<file path="src/rtl/seg_scan_mux.sv">
// Multiplexed seven-segment driver: scans NUM_DIGITS digits, decodes hex nibbles,
// leading-zero suppression, PWM brightness and frame-synchronous double buffering.
module seg_scan_mux #(
    parameter int NUM_DIGITS     = 4,
    parameter int PRESC_W        = 16,
    parameter int BR_W           = 3,
    parameter bit SEG_ACTIVE_LOW = 1'b1,
    parameter bit DIG_ACTIVE_LOW = 1'b1
) (
    input  logic                    CLK,
    input  logic                    RST,
    input  logic [4*NUM_DIGITS-1:0] D,
    input  logic [NUM_DIGITS-1:0]   DP,
    input  logic [NUM_DIGITS-1:0]   BLANK,
    input  logic                    LZS,
    input  logic                    LOAD,
    input  logic [BR_W-1:0]         BRIGHT,
    output logic [7:0]              SEG,
    output logic [NUM_DIGITS-1:0]   DIGIT,
    output logic                    FRAME
);

    localparam int IDX_W = (NUM_DIGITS > 1) ? $clog2(NUM_DIGITS) : 1;
    localparam logic [IDX_W-1:0] LAST_IDX = IDX_W'(NUM_DIGITS - 1);

    logic [PRESC_W-1:0]      presc;
    logic [IDX_W-1:0]        idx;
    logic [4*NUM_DIGITS-1:0] stg_d, act_d;
    logic [NUM_DIGITS-1:0]   stg_dp, act_dp, stg_blank, act_blank;

    logic                    tick, boundary, bright_en, upper_dark;
    logic [NUM_DIGITS-1:0]   suppress, digit_vec;
    logic [3:0]              cur_nib;
    logic                    cur_dp, cur_blank, cur_supp;
    logic [7:0]              seg_next;

    function automatic logic [6:0] decode(input logic [3:0] nib);
        case (nib)
            4'h0: decode = 7'h3F;
            4'h1: decode = 7'h06;
            4'h2: decode = 7'h5B;
            4'h3: decode = 7'h4F;
            4'h4: decode = 7'h66;
            4'h5: decode = 7'h6D;
            4'h6: decode = 7'h7D;
            4'h7: decode = 7'h07;
            4'h8: decode = 7'h7F;
            4'h9: decode = 7'h6F;
            4'hA: decode = 7'h77;
            4'hB: decode = 7'h7C;
            4'hC: decode = 7'h39;
            4'hD: decode = 7'h5E;
            4'hE: decode = 7'h79;
            default: decode = 7'h71;
        endcase
    endfunction

    assign tick     = &presc;
    assign boundary = tick && (idx == LAST_IDX);

    always_ff @(posedge CLK or posedge RST) begin
        if (RST) begin
            presc     <= '0;
            idx       <= '0;
            stg_d     <= '0;
            stg_dp    <= '0;
            stg_blank <= '1;
            act_d     <= '0;
            act_dp    <= '0;
            act_blank <= '1;
        end else begin
            presc <= presc + 1'b1;
            if (tick)
                idx <= (idx == LAST_IDX) ? '0 : idx + 1'b1;
            if (LOAD) begin
                stg_d     <= D;
                stg_dp    <= DP;
                stg_blank <= BLANK;
            end
            // Boundary copies the pre-edge staging, so a coincident LOAD lands one frame later.
            if (boundary) begin
                act_d     <= stg_d;
                act_dp    <= stg_dp;
                act_blank <= stg_blank;
            end
        end
    end

    always_comb begin
        bright_en  = (presc[PRESC_W-1 -: BR_W] < BRIGHT) || (&BRIGHT);
        upper_dark = 1'b1;
        suppress   = '0;
        digit_vec  = '0;
        cur_nib    = '0;
        cur_dp     = 1'b0;
        cur_blank  = 1'b0;
        cur_supp   = 1'b0;
        // Walk from the most significant digit down, tracking whether everything above is dark.
        for (int unsigned k = 0; k < NUM_DIGITS; k++) begin
            if (LZS && (k < NUM_DIGITS - 1) && upper_dark &&
                (act_d[4*(NUM_DIGITS-1-k) +: 4] == 4'h0))
                suppress[NUM_DIGITS-1-k] = 1'b1;
            upper_dark = upper_dark && ((act_d[4*(NUM_DIGITS-1-k) +: 4] == 4'h0) ||
                                        act_blank[NUM_DIGITS-1-k]);
        end
        for (int unsigned k = 0; k < NUM_DIGITS; k++) begin
            if (idx == IDX_W'(k)) begin
                cur_nib   = act_d[4*k +: 4];
                cur_dp    = act_dp[k];
                cur_blank = act_blank[k];
                cur_supp  = suppress[k];
            end
            digit_vec[k] = bright_en && (idx == IDX_W'(k));
        end
        seg_next = {cur_dp && !cur_blank,
                    (cur_blank || cur_supp) ? 7'h00 : decode(cur_nib)};
    end

    // FRAME is registered from the index-0/prescaler-0 state so it coincides with digit 0's first output cycle.
    always_ff @(posedge CLK or posedge RST) begin
        if (RST) begin
            SEG   <= {8{SEG_ACTIVE_LOW}};
            DIGIT <= {NUM_DIGITS{DIG_ACTIVE_LOW}};
            FRAME <= 1'b0;
        end else begin
            SEG   <= SEG_ACTIVE_LOW ? ~seg_next : seg_next;
            DIGIT <= DIG_ACTIVE_LOW ? ~digit_vec : digit_vec;
            FRAME <= (idx == '0) && (presc == '0);
        end
    end

endmodule

</file>
<file path="config.mk">
export PLATFORM = sky130hd
export DESIGN_NAME = seg_scan_mux
export DESIGN_NICKNAME = d
export VERILOG_FILES = /design/src/rtl/seg_scan_mux.sv
export SDC_FILE = /design/constraint.sdc
export NUM_CORES = 1
export LEC_CHECK = 0
export BUFFER_PORTS_ARGS = -buffer_cell sky130_fd_sc_hd__buf_2
export CORE_AREA = 5 5 109 111
export CTS_CLUSTER_SIZE = 20
export DETAILED_ROUTE_END_ITERATION = 10
export DIE_AREA = 0 0 114 116
export PLACE_DENSITY = 0.55
export SYNTH_ARGS = -nofsm -noshare
export SYNTH_HDL_FRONTEND = slang
export SYNTH_SLANG_ARGS = --single-unit
</file>
<file path="constraint.sdc">
create_clock -name CLK -period 3 [get_ports CLK]
set_clock_uncertainty 0.15 [all_clocks]
set_input_delay 0.6 -clock CLK [delete_from_list [all_inputs] [get_ports CLK]]
set_output_delay 0.6 -clock CLK [all_outputs]
set_load 0.02 [all_outputs]
</file>
# == Word-level counts from Yosys, hierarchy flattened ==
# Memories as Yosys holds them, arrays and structs flattened.
# Cells that the tools add are included.
# op_classes
add_sub_neg,2
n_lt_le_gt_ge,1
n_eq_ne,3
n_mux,20
bitwise_logic,2
n_reduce_logical,25
# ops
cell,n
$add A16 B1 Y16 const B,1
$logic_not A16 Y1,1
$mux W4,4
$reduce_and A16 Y1,1
$mux W1,14
$logic_and A1 B1 Y1,13
$logic_not A4 Y1,3
$not A8 Y8,1
$mux W7,1
$eq A2 B2 Y1 const B,2
$logic_or A1 B1 Y1,4
$not A4 Y4,1
$lt A3 B3 Y1,1
$reduce_and A3 Y1,1
$add A2 B1 Y2 const B,1
$eq A2 B1 Y1 const B,1
$logic_not A2 Y1,1
$mux W2,1
$logic_not A1 Y1,1
# word_totals
ff_bits,79
romBits,112
inputBits,31
output_inout_bits,13
elab_cells,65
memories,1
# memory_table
name,depth,width,rd,rd_clocked_by_memory_dff,write_ports,line,rtl
(name not given),16,7,1,0,0,38,case (nib)

# == Logic depth before layout (Yosys ltp) ==
# logic_depth
word_depth,12
depth_mapped,11

# == Worst setup path before layout ==
# Ideal clock, no wire load.
# synth_path
path_kind,register to register
from,register idx[0]
to,register SEG[3]
arrival_time_ns,2.031
required_time_ns,2.778
slack_ns,0.747
path_stages_with_launch,11
n_path_buf,1
period_less_slack_ns,2.253
path_cell_list,dfrtp_1 -> inv_1 -> ha_1 -> buf_2 -> a21oi_1 -> o21ai_0 -> a22oi_1 -> ha_1 -> nor3_1 -> a211oi_1 -> o21ai_1
# synth_via
elab_chain_cells,8
# synth_lines
element,line,rtl
start: declaration,27,logic [IDX_W-1:0] idx;
start signal: assignment,74,idx <= (idx == LAST_IDX) ? '0 : idx + 1'b1;
$logic_not A2 Y1,107,if (idx == IDX_W'(k)) begin
$mux W4 / $mux W1 (equally long branches) (4 in series),107,
$mem_v2 Z16 W7 / $logic_or A1 B1 Y1 (equally long branches),n/a,
$mux W7 *,116,(cur_blank || cur_supp) ? 7'h00 : decode(cur_nib)};
$not A8 Y8 *,126,SEG <= SEG_ACTIVE_LOW ? ~seg_next : seg_next;
end signal: assignment,122,SEG <= {8{SEG_ACTIVE_LOW}};
end signal: assignment,126,
end: declaration,18,"output logic [7:0] SEG,"
# Mark *: on every way between the ends. The rest lies on a longest branch, timed or not.
# A chain may end at the register's enable or synchronous reset.

# == Worst setup path after layout ==
# Ends and elaborated chain as after synthesis.

==> results.py <==
metrics = {
    "floorplanning": {
        "dieArea_um2": 13220,
        "start_util": 0.3467,
        "num_rows": 38,
        "die_h_um": 116,
        "ios": 44,
        "core_um2": 10700,
        "fp.dieW_um": 114,
    },
    "hold_path": {
        "hp-class": "input port to async pin",
    },
    "synthesis": {
        "synthFlopType": "dfrtp_1",
        "synth_fp_nets": 343,
        "synth.top_cells.by_area": "dfrtp_1 (40%), dfstp_2 (14%), mux2_2 (10%), mux2_4 (4.9%), ha_1 (4.7%)",
        "synth_cells": 298,
        "netlist_area_um2": 3709,
        "yosysSeqAreaShare": 0.5398,
        "ys_ff_latch": 79,
        "synth_most_common_cell": "dfrtp_1",
        "synth_top_area_frac": 0.3981,
        "ys_warn_count": 0,
        "netlist_top_cells_count": "dfrtp_1 (59), mux2_2 (33), nand2_1 (29)",
        "synth_edf_count": 0,
        "synth_cell_types": 50,
        "synthArstFlopShare": 1.000,
        "yosysTopAreaCell": "dfrtp_1",
        "syn_avg_cell_area_um2": 12.44,
    },
    "placed_design": {
        "routabilityCongestion": 0.7582,
        "hpwl_um": 5115,
        "place_area_um2": 4059,
        "dp_cells": 472,
        "numPortBuffers": 43,
    },
    "timing": {
        "slew-limit-headroom": 0.6022,
        "timing.fmax_mhz": 375.5,
        "min_period_over_period": 0.8876,
        "hold_ws_ns": 0.1676,
        "final.setup.tns_ns": 0,
        "drv_slew": 0,
        "setup_viol": 0,
        "tightestPinTransition_ns": 0.5966,
        "rsz0062_at_grt": "no",
        "period_needed_ns": 2.663,
        "hold_viol": 0,
    },
    "global_route": {
        "antenna_found_initial": 0,
        "grt_pass1_vias": 2472,
        "grt_use_total": 0.1148,
        "grt-ovfl-total": 0,
        "grt_max_degree": 80,
        "grt_first_pass_wirelength_um": 11900,
    },
    "pwr": {
        "sw_frac_of_total": 0.2207,
        "p_seq_frac": 0.561,
        "p_comb_frac": 0.045,
        "p_int_mw": 1.556,
        "ir_worst_vdd_v": 0.0001904,
        "p_sw_mw": 0.4406,
        "p_per_area_nw_per_um2": 468.9,
        "clock_power_share": 0.394,
        "leakage_nw": 1.933,
    },
    "cts": {
        "htree_levels": 3,
        "ctsHoldBuffers": 0,
        "clock_sinks": 79,
        "post-cts-setup-buffers": 0,
        "clock_path_buffers": 2,
        "clk_pin_slew_worst_paths_ns": 0.08,
        "cts_buffers": 9,
        "cts.repair.resized": 0,
        "cts-root-buf": "clkbuf_8",
        "cts_tree": "yes",
        "clk_latency_ns": 0.36,
    },
    "run_status": {
        "status": "finished clean",
    },
    "worst_setup_path": {
        "required_ns": 3.13,
        "r2r-end": "SEG[3]$_DFF_PP1_",
        "rr_worst_depth": 9,
        "r2r-start": "idx[0]$_DFFE_PP0P_",
        "crit_arrival_ns": 2.79,
        "start_kind": "flop",
        "crit_path_end_kind": "flop",
        "rrSetupSlack_ns": 0.34,
        "setup.worst_path.class": "flop to flop",
        "critical_path.max_fanout": 12,
    },
    "routing": {
        "num_vias": 2308,
        "drt_iter0_drc": 92,
        "vias_per_cell": 4.730,
        "detail_route.wl_per_cell_um": 14.50,
        "postRouteAntennaNets": 0,
        "routed_wl_um": 7074,
        "firstDrtPassIters": 4,
        "drc": 0,
    },
    "cells_and_area": {
        "postLayoutCellArea_um2": 4258,
        "area_growth_pct": 14.81,
        "nets": 388,
        "insertedDiodeCount": 0,
        "drive_above_1_share": 0.3851,
        "utilization": 0.3980,
        "fin_cells": 488,
        "fillers": 1010,
    },
    "flow_run": {
        "cap_viol_max_count": 0,
    },
}
## routing by layer
layer	global-route usage	vias up	part of all wire
li1	-	1131	-
met1	0.1381	1130	0.44
met2	0.1909	38	0.49
met3	0.04595	9	0.052
met4	0.03325	0	0.013
met5	0	-	0
## cell type report
| class | instances | area [um^2] | share of cell area |
|---|---|---|---|
| flip-flops and latches | 79 | 2002 | 0.4702 |
| repair buffers | 45 | 255.2 | 0.05995 |
| well taps | 140 | 175.2 | 0.04114 |
| multi-input cells | 194 | 1573 | 0.3694 |
| inverters | 14 | 53.80 | 0.01264 |
| clock buffers | 11 | 141.4 | 0.03321 |
| clock inverters | 5 | 57.56 | 0.01352 |
## flip-flops by register name, indices dropped and copies added, names as in the netlist, 4 cells and up
signal	flops
act_d	16
act_dp	4
SEG	8
stg_dp	4
presc	16
stg_d	16
stg_blank	4
act_blank	4
DIGIT	4
## through the flow
stage / power, mW / worst slack (ns)
2_1_floorplan: 1.192 / 0.2597
3_3_place_gp: 1.232 / 0.5665
3_5_place_dp: 1.235 / 0.4138
4_1_cts: 2.032 / 0.3847
5_1_grt: 2.088 / 0.1229
6_report: 1.996 / 0.3372
## cell usage in the layout, fill, tap and decap left out, drive strengths merged, types with 2 or more instances in the layout
master | Yosys | routed
clkinvlp | 0 | 3
xor2 | 4 | 4
nand2 | 29 | 29
a22oi | 3 | 3
inv | 14 | 13
and4 | 2 | 2
nor4b | 2 | 2
a21oi | 10 | 10
nand4 | 2 | 2
buf | 7 | 45
and3 | 5 | 5
clkbuf | 4 | 11
xnor2 | 10 | 10
nor4 | 5 | 5
mux2i | 2 | 2
mux2 | 45 | 45
nand3b | 2 | 2
nor2b | 3 | 3
nor2 | 8 | 8
dfrtp | 59 | 59
ha | 14 | 14
nand3 | 8 | 8
dfstp | 20 | 20
a211oi | 2 | 2
o21ai | 12 | 12
o221ai | 3 | 3
nand2b | 4 | 4
nor3 | 6 | 6
o311ai | 2 | 2
clkinv | 0 | 2
## critical path, cell delays in order, from the launching register on
cell and delay, ns:
dfrtp_1 0.42, inv_1 0.08, ha_1 0.34, a21oi_1 0.15, o21ai_0 0.10, a22oi_1 0.49
ha_1 0.36, nor3_1 0.24, a211oi_1 0.08, o21ai_1 0.17
## worst max-delay path by stage
stage / start / slack [ns] / cells past startpoint / end
6_report: idx[0]$_DFFE_PP0P_ / 0.34 / 9 / SEG[3]$_DFF_PP1_
4_1_cts: idx[0]$_DFFE_PP0P_ / 0.38 / 9 / SEG[3]$_DFF_PP1_
3_5_place_dp: idx[0]$_DFFE_PP0P_ / 0.41 / 9 / SEG[3]$_DFF_PP1_
3_3_place_gp: idx[0]$_DFFE_PP0P_ / 0.57 / 9 / SEG[3]$_DFF_PP1_
5_1_grt: idx[0]$_DFFE_PP0P_ / 0.12 / 9 / SEG[5]$_DFF_PP1_
2_1_floorplan: RST / 0.26 / 1 / FRAME$_DFF_PP0_
## logic make-up after synthesis
group           count (synthesis)  share of synthesized area
flops                          79                     0.5398
simple gates                   78                     0.1154
mux                            47                     0.1542
compound gates                 41                    0.07423
buf+inv                        25                    0.03610
xor+xnor                       14                    0.03306
fa+ha+maj                      14                    0.04723
## power groups by stage
stage	logic (mW)	clock network (mW)	registers, mW
2_1_floorplan	0.0582	0	1.13
3_3_place_gp	0.0913	0	1.14
3_5_place_dp	0.0938	0	1.14
4_1_cts	0.0947	0.816	1.12
5_1_grt	0.103	0.860	1.12
6_report	0.0904	0.786	1.12
No activity file was read; power rests on OpenSTA's default activity.
